[config.mk]
export PLATFORM = sky130hd
export DESIGN_NAME = vm_order_entry
export DESIGN_NICKNAME = d
export VERILOG_FILES = /design/src/rtl/vm_order_entry.sv
export SDC_FILE = /design/constraint.sdc
export NUM_CORES = 1
export LEC_CHECK = 0
export ABC_CLOCK_PERIOD_IN_PS = 2200
export CAP_MARGIN = 30
export CELL_PAD_IN_SITES_DETAIL_PLACEMENT = 1
export CELL_PAD_IN_SITES_GLOBAL_PLACEMENT = 1
export CORE_UTILIZATION = 35
export CTS_BUF_LIST = sky130_fd_sc_hd__clkbuf_8
export DETAILED_ROUTE_END_ITERATION = 8
export PLACE_DENSITY = 0.87
export SYNTH_ARGS = -nofsm -noshare
export SYNTH_HDL_FRONTEND = slang
export SYNTH_SLANG_ARGS = --single-unit
[constraint.sdc]
create_clock -name clk -period 2.2 [get_ports clk]
set_input_delay 0.44 -clock clk [delete_from_list [all_inputs] [get_ports clk]]
set_output_delay 0.44 -clock clk [all_outputs]
set_load 0.05 [all_outputs]
[src/rtl/vm_order_entry.sv]
// Order-entry front end for vending_machine: coin credit, two-key selection, one command per entry.
// Optional entry timeout: define VM_ENTRY_TIMEOUT_EN. Product type port is sel_type (type is a keyword).
module vm_order_entry #(
    parameter int unsigned RESP_WAIT = 2,
    parameter int unsigned TIMEOUT   = 1000
) (
    input  logic       clk,
    input  logic       rst_n,
    input  logic       coin_valid,
    input  logic [1:0] coin_value,
    input  logic       key_valid,
    input  logic [3:0] key_code,
    input  logic       btn_buy,
    input  logic       btn_refill,
    input  logic       btn_cancel,
    input  logic       status,
    output logic [1:0] mode,
    output logic [3:0] in_money,
    output logic [3:0] sel_type,
    output logic [3:0] number,
    output logic       cmd_valid,
    output logic       busy,
    output logic [3:0] credit,
    output logic       coin_reject,
    output logic       result_valid,
    output logic       result_ok
);

    typedef enum logic [2:0] {StIdle, StGotType, StReady, StIssue, StWait} state_e;

    localparam logic [1:0] ModeBuy    = 2'd0;
    localparam logic [1:0] ModeRefill = 2'd1;
    localparam logic [1:0] ModeRefund = 2'd2;

    state_e     state_q, state_d;
    logic [1:0] mode_q, mode_d;
    logic [3:0] in_money_q, in_money_d;
    logic [3:0] type_q, type_d;
    logic [3:0] number_q, number_d;
    logic [3:0] credit_q, credit_d;
    logic [3:0] wait_cnt_q, wait_cnt_d;
    logic       coin_reject_q, coin_reject_d;
    logic       result_valid_q, result_valid_d;
    logic       result_ok_q, result_ok_d;

    logic       entry;
    logic [4:0] coin_amt;
    logic [4:0] coin_sum;
    logic [3:0] credit_now;
    logic       to_expired;

    assign entry = (state_q == StIdle) || (state_q == StGotType) || (state_q == StReady);

    always_comb begin
        coin_amt = 5'd1;
        unique case (coin_value)
            2'b00:   coin_amt = 5'd1;
            2'b01:   coin_amt = 5'd2;
            2'b10:   coin_amt = 5'd5;
            default: coin_amt = 5'd10;
        endcase
    end

    assign coin_sum = {1'b0, credit_q} + coin_amt;

`ifdef VM_ENTRY_TIMEOUT_EN
    localparam int unsigned ToW = $clog2(TIMEOUT + 1);

    logic [ToW-1:0] to_cnt_q, to_cnt_d;
    logic           any_event;
    logic           to_running;

    assign any_event  = coin_valid | key_valid | btn_buy | btn_refill | btn_cancel;
    assign to_running = (state_q == StGotType) || (state_q == StReady);
    assign to_expired = to_running && !any_event && (to_cnt_q == ToW'(TIMEOUT - 1));

    always_comb begin
        to_cnt_d = '0;
        if (to_running && !any_event && !to_expired) begin
            to_cnt_d = to_cnt_q + 1'b1;
        end
    end

    always_ff @(posedge clk or negedge rst_n) begin
        if (!rst_n) begin
            to_cnt_q <= '0;
        end else begin
            to_cnt_q <= to_cnt_d;
        end
    end
`else
    assign to_expired = 1'b0;
`endif

    always_comb begin
        state_d        = state_q;
        mode_d         = mode_q;
        in_money_d     = in_money_q;
        type_d         = type_q;
        number_d       = number_q;
        wait_cnt_d     = wait_cnt_q;
        coin_reject_d  = 1'b0;
        result_valid_d = 1'b0;
        result_ok_d    = result_ok_q;
        credit_now     = credit_q;

        // Coin lands before any command decision so the command sees the new credit.
        if (coin_valid) begin
            if (entry) begin
                credit_now    = coin_sum[4] ? 4'hF : coin_sum[3:0];
                coin_reject_d = coin_sum[4];
            end else begin
                coin_reject_d = 1'b1;
            end
        end
        credit_d = credit_now;

        case (state_q)
            StIdle, StGotType, StReady: begin
                if (btn_cancel) begin
                    type_d   = 4'd0;
                    number_d = 4'd0;
                    if (credit_now != 4'd0) begin
                        state_d    = StIssue;
                        mode_d     = ModeRefund;
                        in_money_d = credit_now;
                    end else begin
                        state_d = StIdle;
                    end
                end else if (btn_buy || btn_refill) begin
                    if (state_q == StReady) begin
                        state_d    = StIssue;
                        mode_d     = btn_buy ? ModeBuy : ModeRefill;
                        in_money_d = btn_buy ? credit_now : 4'd0;
                    end
                end else if (key_valid) begin
                    if (state_q == StGotType) begin
                        number_d = key_code;
                        state_d  = StReady;
                    end else begin
                        type_d  = key_code;
                        state_d = StGotType;
                    end
                end else if (to_expired) begin
                    type_d   = 4'd0;
                    number_d = 4'd0;
                    state_d  = StIdle;
                end
            end
            StIssue: begin
                state_d    = StWait;
                wait_cnt_d = 4'd0;
            end
            StWait: begin
                if (wait_cnt_q == 4'(RESP_WAIT)) begin
                    state_d        = StIdle;
                    result_valid_d = 1'b1;
                    result_ok_d    = status;
                    type_d         = 4'd0;
                    number_d       = 4'd0;
                    if ((mode_q == ModeRefund) || ((mode_q == ModeBuy) && status)) begin
                        credit_d = 4'd0;
                    end
                end else begin
                    wait_cnt_d = wait_cnt_q + 4'd1;
                end
            end
            default: state_d = StIdle;
        endcase
    end

    always_ff @(posedge clk or negedge rst_n) begin
        if (!rst_n) begin
            state_q        <= StIdle;
            mode_q         <= 2'd0;
            in_money_q     <= 4'd0;
            type_q         <= 4'd0;
            number_q       <= 4'd0;
            credit_q       <= 4'd0;
            wait_cnt_q     <= 4'd0;
            coin_reject_q  <= 1'b0;
            result_valid_q <= 1'b0;
            result_ok_q    <= 1'b0;
        end else begin
            state_q        <= state_d;
            mode_q         <= mode_d;
            in_money_q     <= in_money_d;
            type_q         <= type_d;
            number_q       <= number_d;
            credit_q       <= credit_d;
            wait_cnt_q     <= wait_cnt_d;
            coin_reject_q  <= coin_reject_d;
            result_valid_q <= result_valid_d;
            result_ok_q    <= result_ok_d;
        end
    end

    assign mode         = mode_q;
    assign in_money     = in_money_q;
    assign sel_type     = type_q;
    assign number       = number_q;
    assign credit       = credit_q;
    assign cmd_valid    = (state_q == StIssue);
    assign busy         = (state_q == StIssue) || (state_q == StWait);
    assign coin_reject  = coin_reject_q;
    assign result_valid = result_valid_q;
    assign result_ok    = result_ok_q;

endmodule

==> impl_metrics.tcl, run 1 <==
set metrics [dict create \
    mostFrequentLayoutCells "clkdlybuf4s50_1 (32), dfrtp_1 (27), buf_4 (27), o21ai_0 (13), nor2_1 (12)" \
    worst_setup_path_end_kind "flip-flop" \
    ant_nets 0 \
    max_cap_viol_count 0 \
    gp_congestion 0.856 \
    reg2reg_slack_ns 0.07 \
    area_delta_synth_final_pct 44.0 \
    layout_commonest_cell "clkdlybuf4s50_1" \
    status "completed" \
    dr.first_iter.drc_count 54 \
    syn_inst 161 \
    grt_max_degree 29 \
    multi_input_area_um2 876 \
    crit_start "credit[0]$_DFF_PN0_" \
    path_class "reg2reg" \
    finalCritPeriodShare 0.969 \
    die_w_um 69.6 \
    ys_warn_count 0 \
    cts_sinks 28 \
    row_count 24 \
    finalMaxSlewViolations 0 \
    clockBufferDepth 2 \
    antenna_cells 0 \
    die_h_um 69.6 \
    setup_viol 0 \
    avgSynthCellArea_um2 9.95 \
    hold_slack_ns 0.513 \
    synthesis.area_um2 1600 \
    num_vias 1516 \
    cts_tree "done" \
    clock_skew_ns 0.00602 \
    io_buffers 36 \
    first_pass_iters 5 \
    max-slew-margin-rel 0.613 \
    finalWirelength_um 5030 \
    grt-ovfl-total 0 \
    required_ns 2.36 \
    async_flop_share 1.00 \
    place_ws_ns -0.586 \
    hold_viol_final 0 \
    final_area_um2 2310 \
    timing.rr.start "credit[0]$_DFF_PN0_" \
    core-area_um2 4380 \
    regArea_um2 702 \
    arrival_ns 2.29 \
    grt_pass1_vias 1538 \
    layout.nets 243 \
    p_leak_nw 1.02 \
    period_minus_slack_ns 2.13 \
    cts-root-buf "clkbuf_8" \
    grt_pass1_wl_um 7650 \
    ys_seq_elements 28 \
    hold_buffers 0 \
    drc 0 \
    synth-main-ff-cell "dfrtp_1" \
    antenna_found_initial 0 \
    seq_area_frac_synth 0.438 \
    insertion_delay_ns 0.28 \
    peakVddDrop_v 0.000869 \
    synth-edff-count 0 \
    cts_max_level 1 \
    syn-num-nets 182 \
    num-fill-cells 497 \
    placed_area_um2 2190 \
    cts_buffers 3 \
    hold_path_class "reg2reg" \
    detail_route.vias_per_cell 5.55 \
    start_util 0.365 \
    io_pins 37 \
    path_max_fanout 5 \
    worstHoldStart "result_ok$_DFFE_PN0P_" \
    setup_tns_ns 0 \
    clk_pin_slew_worst_paths_ns 0.10 \
    critPathLaunchType "flip-flop" \
    fmax_ghz 0.469 \
    dieArea_um2 4850 \
    tightest_slew_ns 0.579 \
    setup_slack_ns 0.0679 \
    wl_per_cell_um 18.4 \
    synth_cell_types 46 \
    drive_gt1_frac 0.290 \
    dp_hpwl_um 3510 \
    power_density_nw_per_um2 1630 \
    globalRouteTotalUtil 0.198 \
]
power breakdown:
part	total, W	switching, W	internal [W]
logic	0.00251	0.00149	0.00102
clock network	0.000325	0.000164	0.000160
registers	0.000913	0.000182	0.000731
timing repair:
item                       in CTS  in global routing
gates resized for setup         5                  8
setup endpoints to repair      12                 17
pin swaps                       1                  2
buffers inserted                0                  3
kinds of logic after synthesis:
logic type / share of synthesized area
DFF: 0.437
muxes: 0.0711
xor gates and xnor gates: 0.0109
adders and majority gates: 0.0594
and+or+nand+nor: 0.213
buffers and inverters: 0.0461
AOI/OAI and AO/OA: 0.162
cells in the mapped netlist (2+ instances only):
| master | count | area [um^2] |
|---|---|---|
| dfrtp_1 | 28 | 701 |
| o21ai_0 | 15 | 75.1 |
| nor2_1 | 12 | 45.0 |
| nand2_1 | 11 | 41.3 |
| mux2_2 | 8 | 90.1 |
| nand3_1 | 8 | 40.0 |
| and2_1 | 7 | 43.8 |
| a21oi_1 | 6 | 30.0 |
| ha_1 | 6 | 75.1 |
| inv_1 | 6 | 22.5 |
| nor3_1 | 6 | 30.0 |
| clkbuf_1 | 3 | 11.3 |
| nand3b_1 | 3 | 22.5 |
| a21o_1 | 2 | 15.0 |
| a21oi_4 | 2 | 32.5 |
| buf_6 | 2 | 22.5 |
| nor2b_1 | 2 | 12.5 |
| nor3b_1 | 2 | 15.0 |
| o32ai_1 | 2 | 17.5 |
| or2_2 | 2 | 12.5 |
| or3b_2 | 2 | 17.5 |
| xor2_1 | 2 | 17.5 |
registers in the layout, summed over array words and instances, names as in the netlist:
name,count
wait_cnt_q,4
result_ok,1
credit,4
state_q,3
result_valid,1
sel_type,4
number,4
coin_reject,1
in_money,4
mode,2
final timing paths:
path,endpoint,depth (start not counted)
min in group asynchronous,in_money[2]$_DFFE_PN0P_,2
hold reg to reg,result_ok$_DFFE_PN0P_,2
setup / recovery,state_q[1]$_DFFE_PN0P_,7
setup reg to reg,state_q[1]$_DFFE_PN0P_,7
hold / removal,result_ok$_DFFE_PN0P_,2
max in group asynchronous,credit[0]$_DFF_PN0_,2
final cells by class:
| class | count | area share |
|---|---|---|
| Clock buffer | 4 | 0.0239 |
| Multi-Input combinational cell | 119 | 0.380 |
| Sequential cell | 28 | 0.304 |
| Tap cell | 52 | 0.0282 |
| Inverter | 7 | 0.0119 |
| Timing Repair Buffer | 63 | 0.252 |
per-layer routing:
metal  share of wire  GRT usage
met1            0.44      0.283
met2            0.49      0.321
met3           0.057     0.0247
met4           0.012     0.0444
met5               0          0
per-stage QoR:
stage | utilization | cells | power [W]
floorplan | - | 161 | 0.00242
global placement | 0.500 | 266 | 0.00320
detailed placement | 0.500 | 266 | 0.00328
CTS | 0.518 | 270 | 0.00367
global route | 0.526 | 273 | 0.00392
finish | 0.526 | 273 | 0.00375
worst max-delay path: stages, from the launching register on:
cell and delay [ns]:
dfrtp_2 0.42, ha_2 0.20, fa_2 0.39, nor4b_2 0.26
nand3_1 0.13, mux2i_2 0.22, o2111a_2 0.28, o21ai_0 0.11
(Power assumes the default switching activity.)
==> run 2: changes to the inputs <==
--- a/config.mk
+++ b/config.mk
@@ -5,7 +5,6 @@
 export SDC_FILE = /design/constraint.sdc
 export NUM_CORES = 1
 export LEC_CHECK = 0
-export ABC_CLOCK_PERIOD_IN_PS = 2200
 export CAP_MARGIN = 30
 export CELL_PAD_IN_SITES_DETAIL_PLACEMENT = 1
 export CELL_PAD_IN_SITES_GLOBAL_PLACEMENT = 1
==> results of run 2 <==
Final layout, timing and power as in run 1 (identical DEF).
==> run 3: changes to the inputs <==
--- a/config.mk
+++ b/config.mk
@@ -8,6 +8,7 @@
 export CAP_MARGIN = 30
 export CELL_PAD_IN_SITES_DETAIL_PLACEMENT = 1
 export CELL_PAD_IN_SITES_GLOBAL_PLACEMENT = 1
+export CORE_ASPECT_RATIO = 2
 export CORE_UTILIZATION = 35
 export CTS_BUF_LIST = sky130_fd_sc_hd__clkbuf_8
 export DETAILED_ROUTE_END_ITERATION = 8
==> run 3 against run 2 <==
The run now ends with negative setup slack left; register-to-register slack worse by 0.07 ns; combinational power is 3% lower; worst hold slack worse by 0.010 ns; critical path type is now in2reg.
==> impl_metrics.tcl, run 3 (same netlist as run 1, synthesis figures left out) <==
set metrics [dict create \
    power_density_nw_per_um2 1590 \
    netSwitchingFraction 0.493 \
    setup_slack_ns -0.0126 \
    hold_viol_final 0 \
    max-slew-margin-rel 0.652 \
    placed_area_um2 2160 \
    clk_pin_slew_worst_paths_ns 0.09 \
    clockBufferDepth 2 \
    reg2reg_slack_ns 0 \
    timing.rr.start "credit[0]$_DFF_PN0_" \
    cts_sinks 28 \
    cts_max_level 1 \
    p_int_w 0.00184 \
    cts_tree "done" \
    layout_commonest_cell "clkdlybuf4s50_1" \
    start_util 0.366 \
    grt_pass1_vias 1596 \
    layout.nets 239 \
    final_area_um2 2280 \
    num_vias 1464 \
    peakVddDrop_v 0.000906 \
    drive_gt1_frac 0.281 \
    crit_chain "dlygate4sd2_1 -> inv_1 -> ha_2 -> fa_2 -> nor4b_2 -> nand3_1 -> mux2i_2 -> buf_4 -> o41ai_2 -> a21o_1" \
    finalMaxSlewViolations 0 \
    mostFrequentLayoutCells "clkdlybuf4s50_1 (32), dfrtp_1 (27), buf_4 (23), nor2_1 (12), o21ai_0 (11)" \
    p_seq_frac 0.250 \
    num-fill-cells 489 \
    io_buffers 36 \
    cts_buffers 3 \
    arrival_ns 2.39 \
    worstHoldStart "result_ok$_DFFE_PN0P_" \
    clock_skew_ns 0.00632 \
    core-area_um2 4380 \
    clkPwrFrac 0.078 \
    die_w_um 49.8 \
    grt_use_met1 0.183 \
    switching_power_w 0.00179 \
    dieArea_um2 4870 \
    finalWirelength_um 4720 \
    crit_slowest_cell "fa_2" \
    whs_endpoint "result_ok$_DFFE_PN0P_" \
    dp_hpwl_um 3600 \
    setup_tns_ns -0.0126 \
    required_ns 2.37 \
    antenna_cells 0 \
    drc 0 \
    path_max_fanout 5 \
    wl_per_cell_um 17.4 \
    status "complete, but fails checks" \
    first_pass_iters 4 \
    grt_max_degree 29 \
    met3_usage 0.0203 \
    row_count 34 \
    holdPathStages 2 \
    grt_pass1_wl_um 7460 \
    insertion_delay_ns 0.28 \
    ant_nets 0 \
    tightest_slew_ns 0.521 \
    die_h_um 97.7 \
    max_cap_viol_count 0 \
    place_ws_ns -0.536 \
    combinationalPowerShare 0.672 \
    power_w 0.00364 \
    io_pins 37 \
    dr.first_iter.drc_count 13 \
    cp_slowest_stage_delay_ns 0.38 \
    finalCritPeriodShare 1.01 \
    cts-root-buf "clkbuf_8" \
    hold_path_class "reg2reg" \
    regToRegEndpoint "in_money[3]$_DFFE_PN0P_" \
    setup_viol 1 \
    critPathLaunchType "primary input" \
    crit_start "coin_value[0]" \
    grt_util_met2 0.424 \
    fmax_ghz 0.452 \
    antenna_found_initial 0 \
    top_usage_layer "met2" \
    violations "negative setup slack" \
    grt-ovfl-total 0 \
    gp_congestion 0.851 \
    p_leak_nw 1.00 \
    crit_family "adder cells" \
    period_minus_slack_ns 2.21 \
    globalRouteTotalUtil 0.204 \
    worst_setup_path_end_kind "flip-flop" \
    r2r_cells 8 \
    hold_slack_ns 0.503 \
    detail_route.vias_per_cell 5.40 \
    area_delta_synth_final_pct 42.6 \
    critPathBufInv 3 \
    path_class "in2reg" \
]
## run 3: how the worst max path moves through the flow
stage,end,slack (ns),cells past startpoint
floorplan,state_q[0]$_DFFE_PN0P_,0.008,7
global placement,in_money[3]$_DFFE_PN0P_,-0.44,10
detailed placement,state_q[1]$_DFFE_PN0P_,-0.54,8
CTS,in_money[2]$_DFFE_PN0P_,-0.007,8
global route,in_money[3]$_DFFE_PN0P_,-0.08,10
finish,in_money[3]$_DFFE_PN0P_,-0.01,10
## run 3: power by group through the flow
| stage | Sequential [W] | Combinational, W | Clock (W) |
|---|---|---|---|
| after CTS | 0.000915 | 0.00236 | 0.000293 |
| after global routing | 0.000936 | 0.00258 | 0.000310 |
| final | 0.000908 | 0.00244 | 0.000284 |
| after floorplan | 0.00148 | 0.000942 | 0 |
| after detailed placement | 0.000913 | 0.00230 | 0 |
| after global placement | 0.000910 | 0.00224 | 0 |
## run 3: area by class of cell
class	count	area, um^2	share of cell area
Clock buffer	3	41.3	0.0181
Sequential cell	28	702	0.307
Inverter	7	27.5	0.0121
Tap cell	54	67.6	0.0296
Multi-Input combinational cell	119	887	0.388
Timing Repair Buffer	59	554	0.243
Clock inverter	1	3.75	0.00164
## run 3: worst register-to-register path, cell delays in order (launching register included)
cell     delay [ns]
dfrtp_2        0.45
ha_2           0.21
fa_2           0.38
nor4b_2        0.26
nand3_1        0.13
mux2i_2        0.24
buf_4          0.19
o41ai_2        0.08
a21o_1         0.16
## run 3: layer usage
layer  vias up  share of wire
li1        684              -
met1       737           0.34
met2        34           0.63
met3         9          0.016
met4         0          0.020
met5         -              0
## run 3: per-stage QoR
| step | instances | util |
|---|---|---|
| after floorplan | 161 | - |
| after global placement | 263 | 0.493 |
| after detailed placement | 263 | 0.493 |
| after CTS | 267 | 0.511 |
| after global routing | 271 | 0.521 |
| final | 271 | 0.521 |
## run 3: timing repair
action,CTS,global route
resized for setup,9,6
setup buffers,0,4
hold endpoints to repair,0,0
endpoints found under the setup margin,11,10
hold buffers,0,0
pin swaps,3,6
